===== config.mk =====
export PLATFORM = sky130hd
export DESIGN_NAME = fa8b_rev_ctrl
export DESIGN_NICKNAME = d
export VERILOG_FILES = /design/src/rtl/fa8b_rev_ctrl.sv
export SDC_FILE = /design/constraint.sdc
export NUM_CORES = 1
export LEC_CHECK = 0
export ABC_AREA = 1
export ABC_CLOCK_PERIOD_IN_PS = 1600
export BUFFER_PORTS_ARGS = -buffer_cell sky130_fd_sc_hd__buf_2
export CORE_UTILIZATION = 39
export CTS_CLUSTER_SIZE = 40
export DETAILED_ROUTE_END_ITERATION = 6
export GPL_TIMING_DRIVEN = 0
export HOLD_SLACK_MARGIN = 0.15
export PLACE_DENSITY = 0.69
export SYNTH_ARGS = -nofsm -noshare
export SYNTH_HDL_FRONTEND = slang
export SYNTH_SLANG_ARGS = --single-unit

===== constraint.sdc =====
create_clock -name clk -period 1.6 [get_ports clk]
set_input_delay 0 -clock clk [delete_from_list [all_inputs] [get_ports clk]]
set_output_delay 0 -clock clk [all_outputs]
set_load 0.05 [all_outputs]

===== src/rtl/fa8b_rev_ctrl.sv =====
// Phase sequencer for the dual-rail reversible 8-bit adder macro: forward evaluate,
// un-compute, spacer, then return the sum with rail-fault / reversibility flags.
module fa8b_rev_ctrl #(
  parameter int unsigned EVAL_CYC   = 4,
  parameter int unsigned SPACER_CYC = 2
) (
  input  logic       clk,
  input  logic       rst_n,
  input  logic       req_valid,
  output logic       req_ready,
  input  logic [7:0] req_a,
  input  logic [7:0] req_b,
  input  logic       req_cin,
  output logic       rsp_valid,
  input  logic       rsp_ready,
  output logic [7:0] rsp_sum,
  output logic       rsp_cout,
  output logic [1:0] rsp_err,
  output logic       fwd_oe,
  output logic       b_oe,
  output logic       bwd_oe,
  output logic [7:0] fwd_a,
  output logic [7:0] fwd_a_n,
  output logic [7:0] fwd_b,
  output logic [7:0] fwd_b_n,
  output logic       fwd_c,
  output logic       fwd_c_n,
  output logic [7:0] bwd_s,
  output logic [7:0] bwd_s_n,
  output logic       bwd_c7,
  output logic       bwd_c7_n,
  input  logic [7:0] sum_in,
  input  logic [7:0] sum_n_in,
  input  logic       cout_in,
  input  logic       cout_n_in,
  input  logic [7:0] ba_in,
  input  logic [7:0] ba_n_in,
  input  logic       bc_in,
  input  logic       bc_n_in
);

  typedef enum logic [2:0] {
    IDLE   = 3'd0,
    FWD    = 3'd1,
    GAP    = 3'd2,
    BWD    = 3'd3,
    SPACER = 3'd4,
    RESP   = 3'd5
  } state_t;

  localparam logic [7:0] L_EVAL   = 8'(EVAL_CYC);
  localparam logic [7:0] L_SPACER = 8'(SPACER_CYC);

  function automatic logic pair_bad8(input logic [7:0] t, input logic [7:0] f);
    return |(~(t ^ f));
  endfunction

  function automatic logic pair_bad1(input logic t, input logic f);
    return ~(t ^ f);
  endfunction

  state_t     r_state, w_next;
  logic [7:0] r_cnt, w_cnt_next;
  logic       w_accept, w_rsp_done, w_last;
  logic [7:0] r_a, r_b, r_sum;
  logic       r_cin, r_cout;
  logic [1:0] r_err;
  logic [7:0] w_a_nx, w_b_nx;
  logic       w_c_nx, w_b_drive;
  logic       w_fwd_fault, w_bwd_fault, w_rev_mis;

  logic       r_req_ready, r_rsp_valid, r_rsp_cout, r_fwd_oe, r_b_oe, r_bwd_oe;
  logic [7:0] r_rsp_sum, r_fwd_a, r_fwd_a_n, r_fwd_b, r_fwd_b_n, r_bwd_s, r_bwd_s_n;
  logic [1:0] r_rsp_err;
  logic       r_fwd_c, r_fwd_c_n, r_bwd_c7, r_bwd_c7_n;

  assign w_accept   = req_valid && r_req_ready && (r_state == IDLE);
  assign w_rsp_done = r_rsp_valid && rsp_ready;
  assign w_last     = (r_cnt <= 8'd1);

  // Operands seen by the rail drivers: the request itself on the accept edge, latched copy after
  assign w_a_nx    = w_accept ? req_a   : r_a;
  assign w_b_nx    = w_accept ? req_b   : r_b;
  assign w_c_nx    = w_accept ? req_cin : r_cin;
  assign w_b_drive = (w_next == FWD) || (w_next == GAP) || (w_next == BWD);

  assign w_fwd_fault = pair_bad8(sum_in, sum_n_in) | pair_bad1(cout_in, cout_n_in);
  assign w_bwd_fault = pair_bad8(ba_in, ba_n_in)   | pair_bad1(bc_in, bc_n_in);
  assign w_rev_mis   = (ba_in != r_a) || (bc_in != r_cin);

  // Next-state and phase counter; the counter is reloaded on entry and never wraps
  always_comb begin
    w_next     = r_state;
    w_cnt_next = r_cnt;
    case (r_state)
      IDLE: begin
        if (w_accept) begin
          w_next     = FWD;
          w_cnt_next = L_EVAL;
        end else begin
          w_next = IDLE;
        end
      end
      FWD: begin
        if (w_last) w_next = GAP;
        else        w_cnt_next = r_cnt - 8'd1;
      end
      GAP: begin
        w_next     = BWD;
        w_cnt_next = L_EVAL;
      end
      BWD: begin
        if (w_last) begin
          w_next     = SPACER;
          w_cnt_next = L_SPACER;
        end else begin
          w_cnt_next = r_cnt - 8'd1;
        end
      end
      SPACER: begin
        if (w_last) w_next = RESP;
        else        w_cnt_next = r_cnt - 8'd1;
      end
      RESP: begin
        if (w_rsp_done) w_next = IDLE;
        else            w_next = RESP;
      end
      default: begin
        w_next     = IDLE;
        w_cnt_next = 8'd0;
      end
    endcase
  end

  // State register and registered outputs decoded from the upcoming state
  always_ff @(posedge clk) begin
    if (!rst_n) begin
      r_state     <= IDLE;
      r_cnt       <= 8'd0;
      r_req_ready <= 1'b0;
      r_fwd_oe    <= 1'b0;
      r_b_oe      <= 1'b0;
      r_bwd_oe    <= 1'b0;
      r_fwd_a     <= 8'h00;
      r_fwd_a_n   <= 8'h00;
      r_fwd_b     <= 8'h00;
      r_fwd_b_n   <= 8'h00;
      r_fwd_c     <= 1'b0;
      r_fwd_c_n   <= 1'b0;
      r_bwd_s     <= 8'h00;
      r_bwd_s_n   <= 8'h00;
      r_bwd_c7    <= 1'b0;
      r_bwd_c7_n  <= 1'b0;
      r_rsp_valid <= 1'b0;
      r_rsp_sum   <= 8'h00;
      r_rsp_cout  <= 1'b0;
      r_rsp_err   <= 2'b00;
    end else begin
      r_state     <= w_next;
      r_cnt       <= w_cnt_next;
      r_req_ready <= (w_next == IDLE);
      r_fwd_oe    <= (w_next == FWD);
      r_b_oe      <= w_b_drive;
      r_bwd_oe    <= (w_next == BWD);
      r_fwd_a     <= (w_next == FWD) ? w_a_nx  : 8'h00;
      r_fwd_a_n   <= (w_next == FWD) ? ~w_a_nx : 8'h00;
      r_fwd_b     <= w_b_drive ? w_b_nx  : 8'h00;
      r_fwd_b_n   <= w_b_drive ? ~w_b_nx : 8'h00;
      r_fwd_c     <= (w_next == FWD) ? w_c_nx  : 1'b0;
      r_fwd_c_n   <= (w_next == FWD) ? ~w_c_nx : 1'b0;
      r_bwd_s     <= (w_next == BWD) ? r_sum   : 8'h00;
      r_bwd_s_n   <= (w_next == BWD) ? ~r_sum  : 8'h00;
      r_bwd_c7    <= (w_next == BWD) ? r_cout  : 1'b0;
      r_bwd_c7_n  <= (w_next == BWD) ? ~r_cout : 1'b0;
      r_rsp_valid <= (w_next == RESP);
      r_rsp_sum   <= (w_next == RESP) ? r_sum  : 8'h00;
      r_rsp_cout  <= (w_next == RESP) ? r_cout : 1'b0;
      r_rsp_err   <= (w_next == RESP) ? r_err  : 2'b00;
    end
  end

  // Operand latch, sense-rail capture and sticky error flags
  always_ff @(posedge clk) begin
    if (!rst_n) begin
      r_a    <= 8'h00;
      r_b    <= 8'h00;
      r_cin  <= 1'b0;
      r_sum  <= 8'h00;
      r_cout <= 1'b0;
      r_err  <= 2'b00;
    end else if (w_accept) begin
      r_a   <= req_a;
      r_b   <= req_b;
      r_cin <= req_cin;
      r_err <= 2'b00;
    end else if ((r_state == FWD) && w_last) begin
      r_sum    <= sum_in;
      r_cout   <= cout_in;
      r_err[0] <= r_err[0] | w_fwd_fault;
    end else if ((r_state == BWD) && w_last) begin
      r_err <= r_err | {w_rev_mis, w_bwd_fault};
    end else begin
      r_err <= r_err;
    end
  end

  assign req_ready = r_req_ready;
  assign rsp_valid = r_rsp_valid;
  assign rsp_sum   = r_rsp_sum;
  assign rsp_cout  = r_rsp_cout;
  assign rsp_err   = r_rsp_err;
  assign fwd_oe    = r_fwd_oe;
  assign b_oe      = r_b_oe;
  assign bwd_oe    = r_bwd_oe;
  assign fwd_a     = r_fwd_a;
  assign fwd_a_n   = r_fwd_a_n;
  assign fwd_b     = r_fwd_b;
  assign fwd_b_n   = r_fwd_b_n;
  assign fwd_c     = r_fwd_c;
  assign fwd_c_n   = r_fwd_c_n;
  assign bwd_s     = r_bwd_s;
  assign bwd_s_n   = r_bwd_s_n;
  assign bwd_c7    = r_bwd_c7;
  assign bwd_c7_n  = r_bwd_c7_n;

endmodule

==> results.rst, run 1 <==
.. list-table::
   :header-rows: 1

   * - Metric
     - Value
   * - Run status
     - finished with violations
   * - Violations in the final reports
     - negative setup slack
   * - Yosys top cell area share
     - 51.3%
   * - Slew Viols, Final
     - 0
   * - Worst setup margin
     - -0.0127 ns
   * - Maximum buffer depth of the clock tree
     - 2
   * - Syn nets
     - 564
   * - Maximum operating frequency
     - 620 MHz
   * - Clock latency on the worst-skew pair
     - 0.37 ns
   * - Most repeated cell in the gate-level netlist after synthesis
     - sky130_fd_sc_hd__dfxtp_1
   * - Fraction of registers with async set/reset
     - 0%
   * - Synth cell count leaders
     - 107 x sky130_fd_sc_hd__dfxtp_1, 101 x sky130_fd_sc_hd__nor2_1, 73 x sky130_fd_sc_hd__nand2_1, 62 x sky130_fd_sc_hd__inv_1, 22 x sky130_fd_sc_hd__nor2_2
   * - Startpoint kind of the worst setup timing path
     - flop
   * - Level count of the clock H-tree
     - 3
   * - WHS Endpoint
     - r_err[1]$_SDFFE_PP0P_
   * - Initial core utilization
     - 40.2%
   * - Crit path DAT
     - 1.92 ns
   * - Worst hold margin
     - 0.172 ns
   * - Worst rel slew slack
     - 63.2%
   * - Area Overhead vs Synth
     - 38.5%
   * - Net count of the finished layout
     - 742
   * - Count of placed standard cells in the final layout, fillers left out
     - 824
   * - Wire length of the first global-routing pass
     - 16200 µm
   * - Final Hold Violating Endpoints
     - 0
   * - Type of the worst min-delay path
     - in -> reg
   * - Total wire length after detailed routing
     - 10300 µm
   * - TritonCTS clock tree
     - yes
   * - Gr ovfl total
     - 0
   * - Largest net degree at the start of global routing
     - 20
   * - PwrDens
     - 1920 mW/mm²
   * - Remaining antenna violation count
     - 0
   * - Cell area after technology mapping
     - 0.00417 mm²
   * - Drt first-iter violations
     - 140
   * - Tot GR Track Use
     - 18.4%
   * - RSZ-0062 raised after global routing
     - yes
   * - Number of antenna repair diodes
     - 0
   * - Root Buffer Master
     - sky130_fd_sc_hd__clkbuf_8
   * - Reported max-cap violation count
     - 0
   * - Actual slew at the worst max-slew pin
     - 0.551 ns
   * - I/O pins
     - 125
   * - Synthesized netlist cell count
     - 505
   * - IR Drop Worst-Case VDD
     - 1.16 mV
   * - 1st-pass router iterations
     - 4
   * - Layout Skew
     - 0.0137 ns
   * - Post-CTS clock slew at the launch and capture registers of the worst setup and hold paths
     - 0.11 ns
   * - Core ar.
     - 0.0104 mm²
   * - Reg-to-reg setup timing slack
     - -0.01 ns
   * - Final setup violating endpoints
     - 6
   * - Number of buffers added by the clock tree synthesis step
     - 9
   * - Number of global-route vias before repair
     - 3600
   * - Type of the worst setup path
     - reg -> reg
   * - Worst-case reg-to-reg path depth
     - 12
   * - Fillers
     - 943
   * - Largest driver fanout on the critical path
     - 5
   * - Synth unique cells
     - 36
   * - Post-synth EDFFs
     - 0
   * - Overall via count from detail_route
     - 3700
   * - Port-buffer cells
     - 123
   * - Data required, critical path
     - 1.91 ns
   * - Number of placed instances, taps included
     - 764
   * - Number of flip-flops and latches in the synthesized netlist
     - 107
   * - Die span in x
     - 105 µm
   * - Worst hold path cell count
     - 7
   * - Antenna violations before repair
     - 0
   * - Vert. Die Dim
     - 105 µm
   * - Final worst-path cycle share
     - 101%
   * - Startpoint of the worst hold path
     - ba_in[1]
   * - Clock sink total
     - 107
   * - Leakage power summed over all cells
     - 0.00294 µW
   * - Top post-synthesis cells by area
     - sky130_fd_sc_hd__dfxtp_1 51%, sky130_fd_sc_hd__nor2_1 9.1%, sky130_fd_sc_hd__nand2_1 6.6%
   * - Per-instance average area after synthesis
     - 8.26 µm²
   * - Synthesis warning total
     - 0
   * - CP Capture Type
     - flop
   * - Share of post-route cells with drive strength above 1
     - 37.6%
   * - DRC errors left
     - 0
   * - Portion of the post-synthesis area used by sequential elements
     - 51.3%
   * - Worst reg2reg startpoint
     - r_cnt[0]$_SDFFE_PN0P_
   * - Ratio of routed vias to standard cells
     - 4.49
   * - Post-synthesis cell type with the largest combined area
     - sky130_fd_sc_hd__dfxtp_1
   * - Final TNS setup
     - -0.0501 ns
   * - Reg-to-Reg End
     - rsp_err[1]$_SDFF_PN0_
   * - Area of the die
     - 0.0111 mm²
   * - GPL Wtd Cong
     - 0.822
   * - DP HPWL
     - 7060 µm
   * - Prevailing post-synth register cell
     - sky130_fd_sc_hd__dfxtp_1
   * - Detailed-route wire length per cell
     - 12.6 µm
   * - Cell Rows
     - 37
   * - Shortest clock period the worst path allows after layout
     - 1.61 ns
-- cell type report --
cell class	instances	area (µm²)	share of cell area [%]
Inverter	73	282	4.87
Sequential cell	107	2150	37.2
Multi-Input combinational cell	312	1780	30.8
Timing Repair Buffer	168	1090	18.9
Clock buffer	10	128	2.21
Tap cell	136	170	2.94
Clock inverter	6	61.3	1.06
Buffer	12	115	1.99
-- sequential cells by signal, indices dropped and copies added, names as in the netlist, 2 cells and up --
register	flops
r_b	8
r_cnt	8
fwd_a	8
r_sum	8
fwd_a_n	8
fwd_b_n	8
bwd_s_n	8
rsp_err	2
r_a	8
r_state	3
bwd_s	8
fwd_b	8
r_err	2
rsp_sum	8
-- power breakdown --
| group | switching (µW) | internal, µW | leakage [µW] | total [µW] |
|---|---|---|---|---|
| Sequential | 322 | 3330 | 0.000872 | 3650 |
| Clock | 986 | 603 | 0.0000917 | 1590 |
| Combinational | 3840 | 2010 | 0.00197 | 5850 |
-- how the worst max path moves through the flow --
stage | startpoint | endpoint | slack [ns]
after global placement | r_cnt[0]$_SDFFE_PN0P_ | fwd_a[0]$_SDFF_PN0_ | -0.17
after global routing | r_state[1]$_SDFF_PN0_ | r_err[0]$_SDFFE_PP0P_ | -0.07
after CTS | r_cnt[0]$_SDFFE_PN0P_ | fwd_b[5]$_SDFF_PN0_ | -0.05
after detailed placement | r_cnt[0]$_SDFFE_PN0P_ | fwd_a[0]$_SDFF_PN0_ | -0.25
final | r_cnt[0]$_SDFFE_PN0P_ | rsp_err[1]$_SDFF_PN0_ | -0.01
after floorplan | r_cnt[0]$_SDFFE_PN0P_ | fwd_b[0]$_SDFF_PN0_ | 0.0001
-- per-stage QoR --
stage          total power [µW]  setup slack [ns]  cell area, µm²  utilization (%)
2_1_floorplan              7580          0.000149            4170                -
3_3_place_gp               8480            -0.172            4960             47.8
3_5_place_dp               8620            -0.247            4960             47.8
4_1_cts                   10900           -0.0510            5660             54.6
5_1_grt                   11800           -0.0708            5780             55.7
6_report                  11100           -0.0127            5780             55.7
-- cell usage in the layout, fill, tap and decap left out, types with 10 or more instances in the layout --
cell and instances:
sky130_fd_sc_hd__dlygate4sd3_1 29, sky130_fd_sc_hd__inv_2 12, sky130_fd_sc_hd__o21ai_2 14, sky130_fd_sc_hd__o21ai_0 12
sky130_fd_sc_hd__nor2_4 12, sky130_fd_sc_hd__nor2_2 17, sky130_fd_sc_hd__nor2_1 98, sky130_fd_sc_hd__buf_2 124
sky130_fd_sc_hd__nand2_1 70, sky130_fd_sc_hd__buf_6 10, sky130_fd_sc_hd__dfxtp_1 102, sky130_fd_sc_hd__a21oi_1 15
sky130_fd_sc_hd__nand3_1 12, sky130_fd_sc_hd__inv_1 58
-- routing by layer --
layer / up-vias / share of wire, % / track usage (%)
met5: - / 0 / 0
met4: 0 / 1.4 / 5.84
met3: 16 / 6.2 / 5.32
met2: 122 / 49 / 32.7
met1: 1682 / 43 / 21.3
li1: 1880 / - / -
-- kinds of logic after synthesis --
group | Yosys count | share of synthesized area [%]
DFF | 107 | 51.3
buffers and inverters | 86 | 9.39
and+or+nand+nor | 246 | 27.9
xor gates and xnor gates | 10 | 2.10
AOI/OAI and AO/OA | 54 | 8.67
adders and majority gates | 2 | 0.600
-- critical path: stages (launching register included) --
cell                        delay, ns
sky130_fd_sc_hd__dfxtp_4         0.38
sky130_fd_sc_hd__inv_4           0.07
sky130_fd_sc_hd__ha_4            0.14
sky130_fd_sc_hd__inv_2           0.04
sky130_fd_sc_hd__nand2_4         0.08
sky130_fd_sc_hd__nand2_4         0.07
sky130_fd_sc_hd__nor2_8          0.12
sky130_fd_sc_hd__buf_6           0.13
sky130_fd_sc_hd__nand2_4         0.05
sky130_fd_sc_hd__a21oi_4         0.19
sky130_fd_sc_hd__inv_4           0.07
sky130_fd_sc_hd__clkbuf_16       0.16
sky130_fd_sc_hd__nor2_2          0.07
-- repair_timing --
item | 4_1_cts | 5_1_grt
pin swaps | 8 | 11
resized for setup | 21 | 29
hold buffers | 29 | 0
buffers inserted | 12 | 3
endpoints found under the hold margin | 84 | 0
setup endpoints to repair | 84 | 60
cloned | 1 | 1
Note: power is estimated with default switching activity, not from simulation.
==> inputs of run 2 (changes only) <==
--- a/config.mk
+++ b/config.mk
@@ -6,14 +6,14 @@
 export NUM_CORES = 1
 export LEC_CHECK = 0
 export ABC_AREA = 1
-export ABC_CLOCK_PERIOD_IN_PS = 1600
+export ABC_CLOCK_PERIOD_IN_PS = 1900
 export BUFFER_PORTS_ARGS = -buffer_cell sky130_fd_sc_hd__buf_2
 export CORE_UTILIZATION = 39
 export CTS_CLUSTER_SIZE = 40
 export DETAILED_ROUTE_END_ITERATION = 6
 export GPL_TIMING_DRIVEN = 0
 export HOLD_SLACK_MARGIN = 0.15
-export PLACE_DENSITY = 0.69
+export PLACE_DENSITY = 0.66
 export SYNTH_ARGS = -nofsm -noshare
 export SYNTH_HDL_FRONTEND = slang
 export SYNTH_SLANG_ARGS = --single-unit
==> constraint.sdc (replaced) <==
create_clock -name clk -period 1.9 [get_ports clk]
set_input_delay 0 -clock clk [delete_from_list [all_inputs] [get_ports clk]]
set_output_delay 0 -clock clk [all_outputs]
set_load 0.05 [all_outputs]
==> results.rst, run 2 (synthesized netlist as in run 1, its figures left out) <==
.. list-table::
   :header-rows: 1

   * - Metric
     - Value
   * - Gr ovfl total
     - 0 (unchanged)
   * - Run status
     - finished clean
   * - Vert. Die Dim
     - 105 µm (unchanged)
   * - Clock sink total
     - 107 (unchanged)
   * - Root Buffer Master
     - sky130_fd_sc_hd__clkbuf_8
   * - Overall via count from detail_route
     - 3551 (-4.0%)
   * - Initial core utilization
     - 40.2% (unchanged)
   * - Number of antenna repair diodes
     - 0 (unchanged)
   * - Share of power burned in registers
     - 34.1% (+1.2 points)
   * - Area of the die
     - 0.0111 mm² (unchanged)
   * - Port-buffer cells
     - 123 (unchanged)
   * - CP Capture Type
     - flop
   * - GPL Wtd Cong
     - 0.817 (-0.62%)
   * - Area used by multi-input combinational logic
     - 0.00165 mm² (-7.4%)
   * - Total wire length after detailed routing
     - 9410 µm (-9.1%)
   * - Final setup violating endpoints
     - 0 (-6)
   * - Switching pwr
     - 3970 µW (-23%)
   * - Worst hold margin
     - 0.184 ns (+0.0123 ns)
   * - Clock latency on the worst-skew pair
     - 0.37 ns (about the same)
   * - TritonCTS clock tree
     - yes
   * - Int Pwr
     - 4920 µW (-17%)
   * - Leading cell type in the layout, fill and taps excluded
     - sky130_fd_sc_hd__buf_2
   * - Detailed-route wire length per cell
     - 11.6 µm (-7.6%)
   * - Worst rel slew slack
     - 64.0% (+0.77 points)
   * - DRC errors left
     - 0 (unchanged)
   * - Wire length of the first global-routing pass
     - 15700 µm (-2.7%)
   * - Data required, critical path
     - 2.16 ns (+0.25 ns)
   * - Startpoint of the worst hold path
     - ba_n_in[3]
   * - Worst reg2reg startpoint
     - r_cnt[0]$_SDFFE_PN0P_
   * - Share of power burned in the clock network
     - 17.8% (+3.5 points)
   * - Post-CTS clock slew at the launch and capture registers of the worst setup and hold paths
     - 0.11 ns (about the same)
   * - Worst-case reg-to-reg path depth
     - 10 (-2)
   * - RSZ-0062 raised after global routing
     - no
   * - Cell Rows
     - 37 (unchanged)
   * - Final TNS setup
     - 0 ns (+0.0501 ns)
   * - Final non-filler cell area
     - 0.00552 mm² (-4.5%)
   * - Drt first-iter violations
     - 100 (-29%)
   * - Ratio of routed vias to standard cells
     - 4.38 (-2.5%)
   * - Startpoint kind of the worst setup timing path
     - flop
   * - Maximum buffer depth of the clock tree
     - 2 (unchanged)
   * - Net count of the finished layout
     - 729 (-1.8%)
   * - Tot GR Track Use
     - 17.7% (-0.77 points)
   * - Switching portion of total power
     - 44.7% (-1.8 points)
   * - Remaining antenna violation count
     - 0 (unchanged)
   * - Top library cells by usage in the layout, fill and taps aside
     - 124 x sky130_fd_sc_hd__buf_2, 107 x sky130_fd_sc_hd__dfxtp_1, 101 x sky130_fd_sc_hd__nor2_1
   * - Layout Skew
     - 0.0155 ns (+0.00186 ns)
   * - Final worst-path cycle share
     - 93.8% (-7.0 points)
   * - Final Hold Violating Endpoints
     - 0 (unchanged)
   * - Largest net degree at the start of global routing
     - 19 (-5.0%)
   * - Type of the worst min-delay path
     - in -> reg
   * - Actual slew at the worst max-slew pin
     - 0.540 ns (-0.0115 ns)
   * - Slew Viols, Final
     - 0 (unchanged)
   * - Sequential cell area
     - 0.00214 mm² (-0.41%)
   * - Core ar.
     - 0.0104 mm² (unchanged)
   * - Die span in x
     - 105 µm (unchanged)
   * - Logic pwr share
     - 48.0% (-4.8 points)
   * - Leakage power summed over all cells
     - 0.00285 µW (-3.0%)
   * - Placed cell area
     - 0.00496 mm² (about the same)
   * - IR Drop Worst-Case VDD
     - 1.01 mV (-13%)
   * - PwrDens
     - 1610 mW/mm² (-16%)
   * - 1st-pass router iterations
     - 4 (unchanged)
   * - Reg-to-Reg End
     - bwd_c7$_SDFF_PN0_
   * - Reg-to-reg setup timing slack
     - 0.12 ns (+0.13 ns)
   * - Largest driver fanout on the critical path
     - 10 (+5)
   * - Fillers
     - 971 (+3.0%)
   * - Maximum operating frequency
     - 561 MHz (-9.6%)
   * - WHS Endpoint
     - r_err[0]$_SDFFE_PP0P_
   * - Area Overhead vs Synth
     - 32.3%
   * - Crit path DAT
     - 2.04 ns (+0.12 ns)
   * - Antenna violations before repair
     - 0 (unchanged)
   * - Number of global-route vias before repair
     - 3525 (-2.1%)
   * - I/O pins
     - 125 (unchanged)
   * - Worst hold path cell count
     - 8 (+1)
   * - Share of post-route cells with drive strength above 1
     - 33.9% (-3.7 points)
   * - Shortest clock period the worst path allows after layout
     - 1.78 ns (+0.170 ns)
   * - Type of the worst setup path
     - reg -> reg
   * - Number of buffers added by the clock tree synthesis step
     - 9 (unchanged)
   * - DP HPWL
     - 6920 µm (-2.1%)
   * - Reported max-cap violation count
     - 0 (unchanged)
   * - Level count of the clock H-tree
     - 3 (unchanged)
## run 2: cell types whose count changed in the layout (fill, tap and decap cells not counted), moves of 4 or more
cell / before / now
sky130_fd_sc_hd__nand2_4: 8 / 3
sky130_fd_sc_hd__inv_1: 58 / 62
sky130_fd_sc_hd__dfxtp_2: 4 / 0
sky130_fd_sc_hd__buf_4: 9 / 3
sky130_fd_sc_hd__nor2_4: 12 / 4
sky130_fd_sc_hd__dfxtp_1: 102 / 107
sky130_fd_sc_hd__nor2_2: 17 / 22
## run 2: layout make-up
type / instances / area share (%)
plain buffers: 13 / 2.13
clock buffers: 10 / 2.49
clock inverters: 6 / 1.79
inverters: 73 / 4.96
multi-input cells: 312 / 29.9
flip-flops and latches: 107 / 38.8
well taps: 136 / 3.08
repair buffers: 154 / 16.9
## run 2: repair_timing
item	in CTS	in global routing
hold buffers	28	0
gates resized for setup	0	2
buffers inserted	0	3
endpoints found under the hold margin	80	0
endpoints found under the setup margin	0	25
## run 2: through the flow
| stage | setup WS (ns) | total power (µW) | utilization [%] | std cells |
|---|---|---|---|---|
| detailed placement | 0.102 | 7220 | 47.8 | 764 |
| floorplan | 0.245 | 6380 | - | 505 |
| finish | 0.117 | 8890 | 53.2 | 811 |
| CTS | 0.0654 | 8870 | 52.8 | 808 |
| global route | 0.00851 | 9460 | 53.2 | 811 |
| global placement | 0.136 | 7140 | 47.8 | 764 |
## run 2: worst max-delay path by stage
stage / from / to / slack [ns] / cells after the start
2_1_floorplan: req_ready$_SDFF_PN0_ / r_cnt[3]$_SDFFE_PN0P_ / 0.24 / 7
3_3_place_gp: r_cnt[0]$_SDFFE_PN0P_ / fwd_a[2]$_SDFF_PN0_ / 0.14 / 10
3_5_place_dp: r_cnt[0]$_SDFFE_PN0P_ / fwd_a[0]$_SDFF_PN0_ / 0.10 / 10
4_1_cts: r_cnt[0]$_SDFFE_PN0P_ / fwd_a[0]$_SDFF_PN0_ / 0.07 / 10
5_1_grt: r_cnt[0]$_SDFFE_PN0P_ / bwd_s[2]$_SDFF_PN0_ / 0.009 / 10
6_report: r_cnt[0]$_SDFFE_PN0P_ / bwd_c7$_SDFF_PN0_ / 0.12 / 10
## run 2: layer usage
metal  wire length (µm)  vias up  track usage, %
met2               4440      106            31.1
li1                   -     1853               -
met3                620       14            5.26
met4                129        0            6.44
met5                  0        -               0
met1               4220     1578            20.1
## run 2: critical path: stages, from the launching register on
cell and delay, ns:
sky130_fd_sc_hd__dfxtp_1 0.33, sky130_fd_sc_hd__inv_1 0.09, sky130_fd_sc_hd__ha_1 0.21, sky130_fd_sc_hd__inv_1 0.05, sky130_fd_sc_hd__nand2_1 0.11, sky130_fd_sc_hd__nand4_2 0.17
sky130_fd_sc_hd__o21ai_4 0.22, sky130_fd_sc_hd__inv_1 0.11, sky130_fd_sc_hd__nand2_4 0.13, sky130_fd_sc_hd__buf_4 0.19, sky130_fd_sc_hd__nor2_1 0.05
## run 2: power groups by stage
stage	registers (µW)	clock network [µW]	logic (µW)
global route	3090	1710	4650
finish	3030	1580	4270
global placement	3070	0	4070
floorplan	4050	0	2340
detailed placement	3080	0	4140
CTS	3040	1630	4210
